<file path="src/rtl/irq_controller.sv">
// Non-nested interrupt controller: latches event pulses into a pending register,
// masks them, and runs a req/ack/reti handshake for the highest-index active line.
module irq_controller #(
    parameter int N_IRQ      = 8,
    parameter int PC_WIDTH   = 10,
    parameter int VEC_BASE   = 960,
    parameter int VEC_STRIDE = 4
) (
    input  logic                clk,
    input  logic                reset,
    input  logic [N_IRQ-1:0]    irq_in,
    input  logic                mask_we,
    input  logic [N_IRQ-1:0]    mask_d,
    input  logic                int_ack,
    input  logic                reti,
    output logic                int_req,
    output logic [PC_WIDTH-1:0] int_vec,
    output logic [3:0]          int_id,
    output logic                in_service,
    output logic [N_IRQ-1:0]    pending,
    output logic [N_IRQ-1:0]    mask
);

    typedef enum logic [1:0] {
        ST_IDLE = 2'd0,
        ST_REQ  = 2'd1,
        ST_SVC  = 2'd2
    } state_t;

    state_t              r_state;
    state_t              w_state_next;

    logic [N_IRQ-1:0]    r_pending;
    logic [N_IRQ-1:0]    r_mask;
    logic [3:0]          r_int_id;
    logic [PC_WIDTH-1:0] r_int_vec;
    logic                r_int_req;
    logic                r_in_service;

    logic [N_IRQ-1:0]    w_active;
    logic [N_IRQ-1:0]    w_clr;
    logic [N_IRQ-1:0]    w_pending_next;
    logic [3:0]          w_winner;
    logic [PC_WIDTH-1:0] w_winner_vec;
    logic                w_ack_ok;
    logic                w_take;

    assign w_active = r_pending & r_mask;
    assign w_ack_ok = (r_state == ST_REQ) && int_ack;
    assign w_take   = (r_state == ST_IDLE) && (|w_active);

    // Clear only the line being acknowledged; a same-cycle pulse re-sets it.
    assign w_clr          = w_ack_ok ? (N_IRQ'(1) << r_int_id) : '0;
    assign w_pending_next = (r_pending & ~w_clr) | irq_in;

    // NOTE: every signal written in always_comb gets a default first, so no latch is inferred.
    always_comb begin
        w_winner = '0;
        for (int i = 0; i < N_IRQ; i++) begin
            if (w_active[i]) begin
                w_winner = 4'(i);
            end
        end
    end

    // Modular PC_WIDTH arithmetic gives the truncated vector directly.
    assign w_winner_vec = PC_WIDTH'(VEC_BASE) + PC_WIDTH'(w_winner) * PC_WIDTH'(VEC_STRIDE);

    always_comb begin
        w_state_next = r_state;
        case (r_state)
            ST_IDLE: if (|w_active) w_state_next = ST_REQ;
            ST_REQ:  if (int_ack)   w_state_next = ST_SVC;
            ST_SVC:  if (reti)      w_state_next = ST_IDLE;
            default:                w_state_next = ST_IDLE;
        endcase
    end

    // NOTE: sequential state uses non-blocking assignments so all flops update together.
    always_ff @(posedge clk or posedge reset) begin
        if (reset) begin
            r_state      <= ST_IDLE;
            r_pending    <= '0;
            r_mask       <= '0;
            r_int_id     <= '0;
            r_int_vec    <= '0;
            r_int_req    <= 1'b0;
            r_in_service <= 1'b0;
        end else begin
            r_state   <= w_state_next;
            r_pending <= w_pending_next;
            if (mask_we) begin
                r_mask <= mask_d;
            end
            // id/vector are captured once on entry to REQ and frozen until the next entry.
            if (w_take) begin
                r_int_id  <= w_winner;
                r_int_vec <= w_winner_vec;
            end
            r_int_req    <= (w_state_next == ST_REQ);
            r_in_service <= (w_state_next == ST_SVC);
        end
    end

    assign int_req    = r_int_req;
    assign int_vec    = r_int_vec;
    assign int_id     = r_int_id;
    assign in_service = r_in_service;
    assign pending    = r_pending;
    assign mask       = r_mask;

endmodule

</file>
<file path="config.mk">
export PLATFORM = sky130hd
export DESIGN_NAME = irq_controller
export DESIGN_NICKNAME = d
export VERILOG_FILES = /design/src/rtl/irq_controller.sv
export SDC_FILE = /design/constraint.sdc
export NUM_CORES = 1
export LEC_CHECK = 0
export CAP_MARGIN = 25
export CORE_MARGIN = 2
export CORE_UTILIZATION = 65
export DETAILED_ROUTE_END_ITERATION = 10
export DONT_BUFFER_PORTS = 1
export MAX_ROUTING_LAYER = met4
export PLACE_DENSITY = 0.92
export SLEW_MARGIN = 25
export SYNTH_ARGS = -nofsm -noshare
export SYNTH_HDL_FRONTEND = slang
export SYNTH_SLANG_ARGS = --single-unit
</file>
<file path="constraint.sdc">
create_clock -name clk -period 3.5 [get_ports clk]
set_clock_uncertainty 0.05 [all_clocks]
set_input_delay 0.175 -clock clk [delete_from_list [all_inputs] [get_ports clk]]
set_output_delay 0.175 -clock clk [all_outputs]
set_load 0.02 [all_outputs]
</file>
==> results.sh, run 1 <==
export IMPL_dr_pass1_iters=4
export IMPL_port_buffers=0
export IMPL_route_detailed_drc=0
export IMPL_pre_cts_ws_ps=1850
export IMPL_grt_pass1_wl_mm=4.54
export IMPL_vdd_ir_drop_max_mv=0.416
export IMPL_power_mw=0.841
export IMPL_ys_types=23
export IMPL_nets=137
export IMPL_fin_setup_tns_ps=0
export IMPL_seq_area_frac_synth=0.536
export IMPL_hold_start="int_ack"
export IMPL_slowest_stage="dfrtp_1"
export IMPL_setup_viol_count_final=0
export IMPL_ys_ff_latch=24
export IMPL_clock_sinks=24
export IMPL_drt_iter0_markers=29
export IMPL_gp_congestion=0.783
export IMPL_die_h_um=45.5
export IMPL_max_freq_mhz=562
export IMPL_reg2reg_depth=4
export IMPL_antenna_found_initial=0
export IMPL_antenna_cells=0
export IMPL_rr_startpoint="mask[3]"
export IMPL_min_to="pending[4]"
export IMPL_r2r_slack_ps=1720
export IMPL_slew_headroom=0.407
export IMPL_postLayoutCellArea_um2=1360
export IMPL_initial_utilization=0.718
export IMPL_grt_pass1_vias=851
export IMPL_critPathMaxStageDelay_ps=560
export IMPL_ctsHtreeMaxLevel=1
export IMPL_cp_data_required_time_ps=3680
export IMPL_wire_per_inst_um=23.5
export IMPL_tritoncts_num_buffers=3
export IMPL_status="finished clean"
export IMPL_worstPathMaxFanout=6
export IMPL_rsz0062_at_grt="no"
export IMPL_crit_chain="a22oi_1 -> and4_1 -> nor3_4 -> mux2_2"
export IMPL_yosys_warnings=0
export IMPL_cts_resized=0
export IMPL_row_count=14
export IMPL_clock_latency_ps=340
export IMPL_grt_overflow=0
export IMPL_cap_violations=0
export IMPL_maxSlewViolCount=0
export IMPL_netlist_area_um2=1120
export IMPL_worst_pin_slew_ps=888
export IMPL_holdPathStages=3
export IMPL_min_path_type="in -> reg"
export IMPL_coreArea_um2=1560
export IMPL_cp_start_kind="flop"
export IMPL_cts_tree="yes"
export IMPL_clk_pin_slew_ps=140
export IMPL_worstSetupPathType="reg -> reg"
export IMPL_endpoint_kind="flop"
export IMPL_area_delta_synth_final_pct=21.6
export IMPL_layout_drive_gt1_share=0.191
export IMPL_multi_input_area_um2=437
export IMPL_die_area_um2=2070
export IMPL_root_buffer="clkbuf_4"
export IMPL_hpwl_mm=1.49
export IMPL_fillers=72
export IMPL_r2r_end="int_vec[4]"
export IMPL_p_per_area_nw_per_um2=618
export IMPL_timing_hold_ws_ps=53.1
export IMPL_dpl_cell_area_um2=1060
export IMPL_ios=53
export IMPL_syn_inst=95
export IMPL_leakage_nw=0.547
export IMPL_fin_crit_sh=0.509
export IMPL_hold_viol_final=0
export IMPL_track_usage=0.357
export IMPL_vias_per_cell=6.75
export IMPL_crit_start="mask[3]"
export IMPL_drt_wl_total_mm=3.08
export IMPL_period_minus_slack_ps=1780
export IMPL_grt_max_degree=25
export IMPL_clockBufferDepth=2
export IMPL_regArea_um2=601
export IMPL_crit_arrival_ps=1960
export IMPL_fp_dieW_um=45.5
export IMPL_avgSynthCellArea_um2=11.8
export IMPL_layout_setup_ws_ps=1720
export IMPL_via_count=884
export IMPL_antenna_left=0
-- power by group --
part           internal (mW)  switching, mW  leakage [nW]
sequential             0.330          0.164         0.253
combinational          0.109         0.0849         0.273
clock                 0.0639         0.0896        0.0210
-- cell usage after synthesis --
library cell | number | area [um2]
dfrtp_1 | 24 | 601
mux2_2 | 11 | 124
buf_4 | 10 | 75.1
nand2_1 | 10 | 37.5
a21o_1 | 6 | 45.0
clkbuf_1 | 3 | 11.3
nand3b_1 | 3 | 22.5
nor2_1 | 3 | 11.3
o21ai_0 | 3 | 15.0
or2_2 | 3 | 18.8
a22oi_1 | 2 | 15.0
a22oi_2 | 2 | 25.0
a32oi_1 | 2 | 17.5
inv_1 | 2 | 7.51
nand2b_1 | 2 | 12.5
or3b_1 | 2 | 17.5
and4_1 | 1 | 8.76
conb_1 | 1 | 3.75
nand3_1 | 1 | 5.00
nand4b_2 | 1 | 15.0
nor3_4 | 1 | 16.3
nor3b_1 | 1 | 7.51
o31ai_1 | 1 | 7.51
-- flip-flops by register name, summed over array words and instances, names as in the netlist --
register and cells:
mask 8, pending 8, r_state 2, in_service 1, int_req 1, int_vec 4
-- worst max-delay path by stage --
stage,to,slack (ps)
after global placement,int_vec[4],1870
after floorplan,int_vec[2],1980
after global routing,int_vec[4],1690
after detailed placement,int_vec[2],1850
after CTS,int_vec[4],1820
final,int_vec[4],1720
-- worst max-delay path, delay by kind of cell, from the launching register on --
family | cells | cell delay [ps]
DFF | 1 | 560
and+or+nand+nor | 2 | 500
muxes | 1 | 390
AOI/OAI and AO/OA | 1 | 170
-- metrics by stage --
| step | instances | utilization |
|---|---|---|
| after floorplan | 98 | - |
| after global placement | 101 | 0.683 |
| after detailed placement | 101 | 0.683 |
| after CTS | 131 | 0.873 |
| after global routing | 131 | 0.873 |
| final | 131 | 0.873 |
-- placed cells by master (no fill, tap or decap), drive strengths merged --
cell type	netlist	final
dfrtp	24	24
nand3	1	1
nor2	3	3
o21ai	3	3
clkbuf	3	4
nor3b	1	1
inv	2	2
and4	1	1
a22oi	4	4
or2	3	3
dlygate4sd3	0	26
mux2	11	11
nand3b	3	3
o31ai	1	1
nor3	1	1
nand4b	1	1
nand2	10	10
a21o	6	6
or3b	2	2
nand2b	2	2
a32oi	2	2
conb	1	4
-- layer usage --
layer  share of wire  wire, um  GRT usage  vias up
met1            0.35      1080      0.401      437
met3           0.097       300      0.111       15
met2            0.49      1510      0.532       72
met5               0         0          -        -
li1                -         -          -      360
met4           0.061       187      0.259        0
-- cell families (layout without fill, tap and decap cells) --
kind of cell | Yosys count | in the layout | synth area share
simple gates | 28 | 28 | 0.154
flops | 24 | 24 | 0.536
compound gates | 16 | 16 | 0.112
buf+inv | 15 | 32 | 0.0838
mux | 11 | 11 | 0.111
other cells | 1 | 4 | 0.00335
-- repair_timing --
item                                    CTS  global route
endpoints found under the setup margin    0             0
endpoints found under the hold margin    42             0
setup buffers                             0             0
hold buffers                             26             0
-- final cells by class --
class / count / area share
Clock buffer: 4 / 0.0267
Sequential cell: 24 / 0.441
Multi-Input combinational cell: 59 / 0.321
Timing Repair Buffer: 26 / 0.191
Tap cell: 16 / 0.0147
Inverter: 2 / 0.00551
No activity file was read; power rests on OpenSTA's default activity.
==> run 2, diff against run 1 <==
--- a/config.mk
+++ b/config.mk
@@ -5,13 +5,14 @@
 export SDC_FILE = /design/constraint.sdc
 export NUM_CORES = 1
 export LEC_CHECK = 0
+export ABC_AREA = 1
 export CAP_MARGIN = 25
 export CORE_MARGIN = 2
-export CORE_UTILIZATION = 65
+export CORE_UTILIZATION = 60
 export DETAILED_ROUTE_END_ITERATION = 10
 export DONT_BUFFER_PORTS = 1
 export MAX_ROUTING_LAYER = met4
-export PLACE_DENSITY = 0.92
+export PLACE_DENSITY = 0.87
 export SLEW_MARGIN = 25
 export SYNTH_ARGS = -nofsm -noshare
 export SYNTH_HDL_FRONTEND = slang
==> constraint.sdc (replaced) <==
create_clock -name clk -period 1.79 [get_ports clk]
set_clock_uncertainty 0.05 [all_clocks]
set_input_delay 0.0895 -clock clk [delete_from_list [all_inputs] [get_ports clk]]
set_output_delay 0.0895 -clock clk [all_outputs]
set_load 0.02 [all_outputs]
==> run 2 against run 1 <==
Critical path depth is 2 lower; synthesized cell count grew 23%; clock power rose by 49%; sequential share of layout area is 0.48 points lower; flip-flop and latch count unchanged; sequential power rose by 85%; via count is 0.90% lower; power is 93% higher; final area up 1.1%; global-route usage fell by 8.4 points; setup slack got worse by 1400 ps; highest routed layer unchanged.
==> results.sh, run 2 <==
export IMPL_status="finished clean"
export IMPL_cts_resized=0
export IMPL_fin_setup_tns_ps=0
export IMPL_yosys_top_cells_count="33 x nand2_1, 24 x dfrtp_1, 13 x inv_1, 10 x buf_4, 8 x mux2_2"
export IMPL_grt_max_degree=25
export IMPL_yosysTopAreaCell="dfrtp_1"
export IMPL_coreArea_um2=1730
export IMPL_power_mw=1.62
export IMPL_period_minus_slack_ps=1500
export IMPL_antenna_cells=0
export IMPL_seq_area_frac_synth=0.548
export IMPL_async_reset_ff_frac=1.00
export IMPL_synth_area_leaders="dfrtp_1 55%, nand2_1 11%, mux2_2 8.2%"
export IMPL_clockBufferDepth=2
export IMPL_clk_pin_slew_ps=120
export IMPL_grt_overflow=0
export IMPL_wire_per_inst_um=15.1
export IMPL_netlist_area_um2=1100
export IMPL_worstPathMaxFanout=3
export IMPL_ios=53
export IMPL_port_buffers=0
export IMPL_crit_arrival_ps=1650
export IMPL_nets=165
export IMPL_hpwl_mm=1.65
export IMPL_p_per_area_nw_per_um2=1180
export IMPL_cp_data_required_time_ps=1940
export IMPL_die_h_um=46.7
export IMPL_multi_input_area_um2=374
export IMPL_slew_headroom=0.409
export IMPL_syn_inst=117
export IMPL_via_count=876
export IMPL_synth_flop_cell="dfrtp_1"
export IMPL_synth_edf_count=0
export IMPL_die_area_um2=2180
export IMPL_ctsHtreeMaxLevel=1
export IMPL_tritoncts_num_buffers=3
export IMPL_fillers=116
export IMPL_cts_tree="yes"
export IMPL_fin_util=0.797
export IMPL_dpl_cell_area_um2=1070
export IMPL_synth_top_area_frac=0.548
export IMPL_rsz0062_at_grt="no"
export IMPL_avgSynthCellArea_um2=9.37
export IMPL_clock_latency_ps=300
export IMPL_worstSetupPathType="reg -> reg"
export IMPL_cp_start_kind="flop"
export IMPL_grt_pass1_vias=914
export IMPL_yosys_warnings=0
export IMPL_postLayoutCellArea_um2=1380
export IMPL_vias_per_cell=5.25
export IMPL_ys_types=20
export IMPL_fin_crit_sh=0.835
export IMPL_antenna_found_initial=0
export IMPL_clock_sinks=24
export IMPL_ys_ff_latch=24
export IMPL_max_freq_mhz=669
export IMPL_maxSlewViolCount=0
export IMPL_root_buffer="clkbuf_4"
export IMPL_mostFrequentLayoutCell="nand2_1"
export IMPL_drt_wl_total_mm=2.52
export IMPL_drt_iter0_markers=21
export IMPL_layout_drive_gt1_share=0.127
export IMPL_vdd_ir_drop_max_mv=0.920
export IMPL_track_usage=0.274
export IMPL_initial_utilization=0.635
export IMPL_cap_violations=0
export IMPL_worst_pin_slew_ps=885
export IMPL_route_detailed_drc=0
export IMPL_hold_viol_final=0
export IMPL_dr_pass1_iters=4
export IMPL_fp_dieW_um=46.7
export IMPL_post_synth_top_count_cell="nand2_1"
export IMPL_setup_viol_count_final=0
export IMPL_area_delta_synth_final_pct=25.6
export IMPL_grt_pass1_wl_mm=3.97
export IMPL_min_path_type="in -> reg"
export IMPL_row_count=15
export IMPL_final_cell_mix="33 x nand2_1, 28 x dlygate4sd3_1, 24 x dfrtp_1"
export IMPL_antenna_left=0
export IMPL_regArea_um2=601
export IMPL_leakage_nw=0.640
export IMPL_endpoint_kind="flop"
export IMPL_gp_congestion=0.787
-- run 2: changes by cell type in the layout (fill, tap and decap cells not counted), sizes merged, moves of 2 or more --
cell and delta:
o21ai +9, a22oi -4, or3b -2, nand2 +24, nand2b -2, inv +12
or2 -2, a21oi +2, a21o -6, dlygate4sd3 +2, buf +2, nand3b -3
a32oi -2, mux2 -3
-- run 2: worst max-delay path, stage by stage (launching register included) --
cell,delay [ps]
dfrtp_1,500
mux2_2,300
dlygate4sd3_1,550
-- run 2: kinds of logic after synthesis --
| logic type | synth area share |
|---|---|
| buf+inv | 0.121 |
| other cells | 0.00342 |
| flops | 0.548 |
| simple gates | 0.162 |
| compound gates | 0.0833 |
| mux | 0.0822 |
-- run 2: layer usage --
metal / part of all wire / wire length, um / track usage / vias to the layer above
li1: - / - / - / 408
met1: 0.40 / 997 / 0.316 / 407
met2: 0.49 / 1230 / 0.453 / 53
met3: 0.095 / 240 / 0.0846 / 8
met4: 0.021 / 54 / 0.0944 / 0
met5: 0 / 0 / - / -
-- run 2: power breakdown --
group          total [mW]  internal [mW]  switching [mW]
clock               0.230         0.0785           0.151
combinational       0.481          0.195           0.285
sequential          0.913          0.655           0.258
-- run 2: path summary, 6_finish.rpt --
kind                            start    endpoint  slack (ps)  cells after the start
setup reg to reg              mask[0]     mask[0]         290                      2
hold / removal                int_ack  pending[5]          50                      3
min in group asynchronous       reset  pending[1]         360                      2
max in group asynchronous       reset     mask[7]         790                      2
setup / recovery              mask[0]     mask[0]         290                      2
hold reg to reg            int_vec[4]  int_vec[4]         530                      2
-- run 2: repair_timing --
action                                 CTS  global route
buffers inserted                         0             0
hold buffers                            28             0
endpoints found under the hold margin   44             0
-- run 2: layout make-up --
class / instances / area share
Sequential cell: 24 / 0.436
Multi-Input combinational cell: 71 / 0.272
Timing Repair Buffer: 30 / 0.215
Inverter: 14 / 0.0382
Tap cell: 25 / 0.0227
Clock buffer: 3 / 0.0164
-- run 2: per-stage QoR --
| step | instances | hold WS [ps] | worst slack [ps] |
|---|---|---|---|
| 6_report | 167 | 52.9 | 295 |
| 5_1_grt | 167 | 68.7 | 249 |
| 4_1_cts | 167 | 75.4 | 289 |
| 3_5_place_dp | 136 | 141 | 442 |
| 3_3_place_gp | 136 | 141 | 511 |
| 2_1_floorplan | 120 | 54.1 | 596 |
==> run 3, diff against run 2 <==
==> constraint.sdc (replaced) <==
create_clock -name clk -period 1.45 [get_ports clk]
set_clock_uncertainty 0.05 [all_clocks]
set_input_delay 0.0725 -clock clk [delete_from_list [all_inputs] [get_ports clk]]
set_output_delay 0.0725 -clock clk [all_outputs]
set_load 0.02 [all_outputs]
==> run 3 against run 2 <==
Sequential power up 12%; power rose by 32%; non-clock buffer count is 6 higher; routed wire length up 3.4%; sequential share of layout area decreased by 1.3 points; core utilization grew 2.4 points; largest power group unchanged; fmax is 8.2% higher.
==> results.sh, run 3 (synthesis gave the netlist of run 2 again) <==
export IMPL_vias_per_cell=5.25
export IMPL_via_count=914
export IMPL_coreArea_um2=1730
export IMPL_vdd_ir_drop_max_mv=0.921
export IMPL_clockBufferDepth=2
export IMPL_dr_pass1_iters=4
export IMPL_rsz0062_at_grt="no"
export IMPL_initial_utilization=0.635
export IMPL_r2r_slack_ps=70
export IMPL_grt_pass1_wl_mm=3.95
export IMPL_wire_per_inst_um=15.0
export IMPL_track_usage=0.273
export IMPL_leakage_nw=0.676
export IMPL_layout_drive_gt1_share=0.215
export IMPL_hold_viol_final=0
export IMPL_die_h_um=46.7
export IMPL_cp_start_kind="flop"
export IMPL_cp_data_required_time_ps=1660
export IMPL_ios=53
export IMPL_grt_max_degree=25
export IMPL_power_mw=2.14
export IMPL_nets=171
export IMPL_max_freq_mhz=724
export IMPL_clk_pin_slew_ps=130
export IMPL_pre_cts_ws_ps=120
export IMPL_port_buffers=0
export IMPL_final_cell_mix="33 x nand2_1, 24 x dfrtp_1, 21 x dlygate4sd3_1"
export IMPL_area_delta_synth_final_pct=29.3
export IMPL_route_detailed_drc=0
export IMPL_worstSetupPathType="reg -> reg"
export IMPL_antenna_left=0
export IMPL_min_path_type="in -> reg"
export IMPL_post_cts_buffers=0
export IMPL_clock_sinks=24
export IMPL_tritoncts_num_buffers=3
export IMPL_hpwl_mm=1.80
export IMPL_worstPathMaxFanout=6
export IMPL_fp_dieW_um=46.7
export IMPL_ctsHtreeMaxLevel=1
export IMPL_endpoint_kind="flop"
export IMPL_fin_setup_tns_ps=0
export IMPL_grt_overflow=0
export IMPL_drt_iter0_markers=32
export IMPL_layout_setup_ws_ps=68.4
export IMPL_antenna_found_initial=0
export IMPL_cap_violations=0
export IMPL_mostFrequentLayoutCell="nand2_1"
export IMPL_setup_viol_count_final=0
export IMPL_root_buffer="clkbuf_4"
export IMPL_gp_congestion=0.794
export IMPL_status="finished clean"
export IMPL_p_per_area_nw_per_um2=1510
export IMPL_period_minus_slack_ps=1380
export IMPL_fin_crit_sh=0.953
export IMPL_antenna_cells=0
export IMPL_row_count=15
export IMPL_clock_latency_ps=310
export IMPL_cts_tree="yes"
export IMPL_grt_pass1_vias=919
export IMPL_crit_arrival_ps=1590
export IMPL_maxSlewViolCount=0
export IMPL_drt_wl_total_mm=2.61
export IMPL_die_area_um2=2180
-- run 3: cell count changes in the layout (fill, tap and decap cells not counted) --
cell | before | now
buf_4 | 2 | 15
dlygate4sd3_1 | 28 | 21
clkbuf_8 | 0 | 1
-- run 3: where the power goes --
group / total (mW) / switching, mW / leakage (nW) / internal [mW]
Clock: 0.348 / 0.194 / 0.0210 / 0.153
Combinational: 0.774 / 0.488 / 0.399 / 0.286
Sequential: 1.02 / 0.205 / 0.256 / 0.810
-- run 3: cell type report --
type                            count  area (um2)
Fill cell                         117         309
Inverter                           14        52.6
Sequential cell                    24         601
Multi-Input combinational cell     71         374
Tap cell                           25        31.3
Timing Repair Buffer               36         323
Clock buffer                        4        36.3
-- run 3: final timing paths --
check,from,endpoint,cells past startpoint
setup / recovery,r_state[0],in_service,2
hold / removal,int_ack,pending[7],3
setup reg to reg,r_state[0],in_service,2
hold reg to reg,int_vec[8],int_vec[8],2
max in group asynchronous,reset,mask[7],3
min in group asynchronous,reset,mask[3],3
-- run 3: repair_timing --
item,4_1_cts,5_1_grt
hold buffers,21,0
resized for setup,0,0
hold endpoints to repair,44,0
-- run 3: per-stage QoR --
stage	hold WS, ps	util	cells	cell area (um2)
global route	52.4	0.821	174	1420
finish	26.8	0.821	174	1420
global placement	-30.2	0.678	149	1170
detailed placement	-28.1	0.678	149	1170
floorplan	37.1	-	120	1110
CTS	35.0	0.821	174	1420
-- run 3: per-layer routing --
layer / GRT usage / up-vias / wire length (um)
li1: - / 424 / -
met1: 0.314 / 422 / 941
met2: 0.469 / 60 / 1360
met3: 0.0538 / 8 / 241
met4: 0.106 / 0 / 61
met5: - / - / 0
-- run 3: worst max-delay path, cell delays in order (launching register included) --
cell,delay (ps)
dfrtp_1,470
o31ai_1,240
dlygate4sd3_1,570
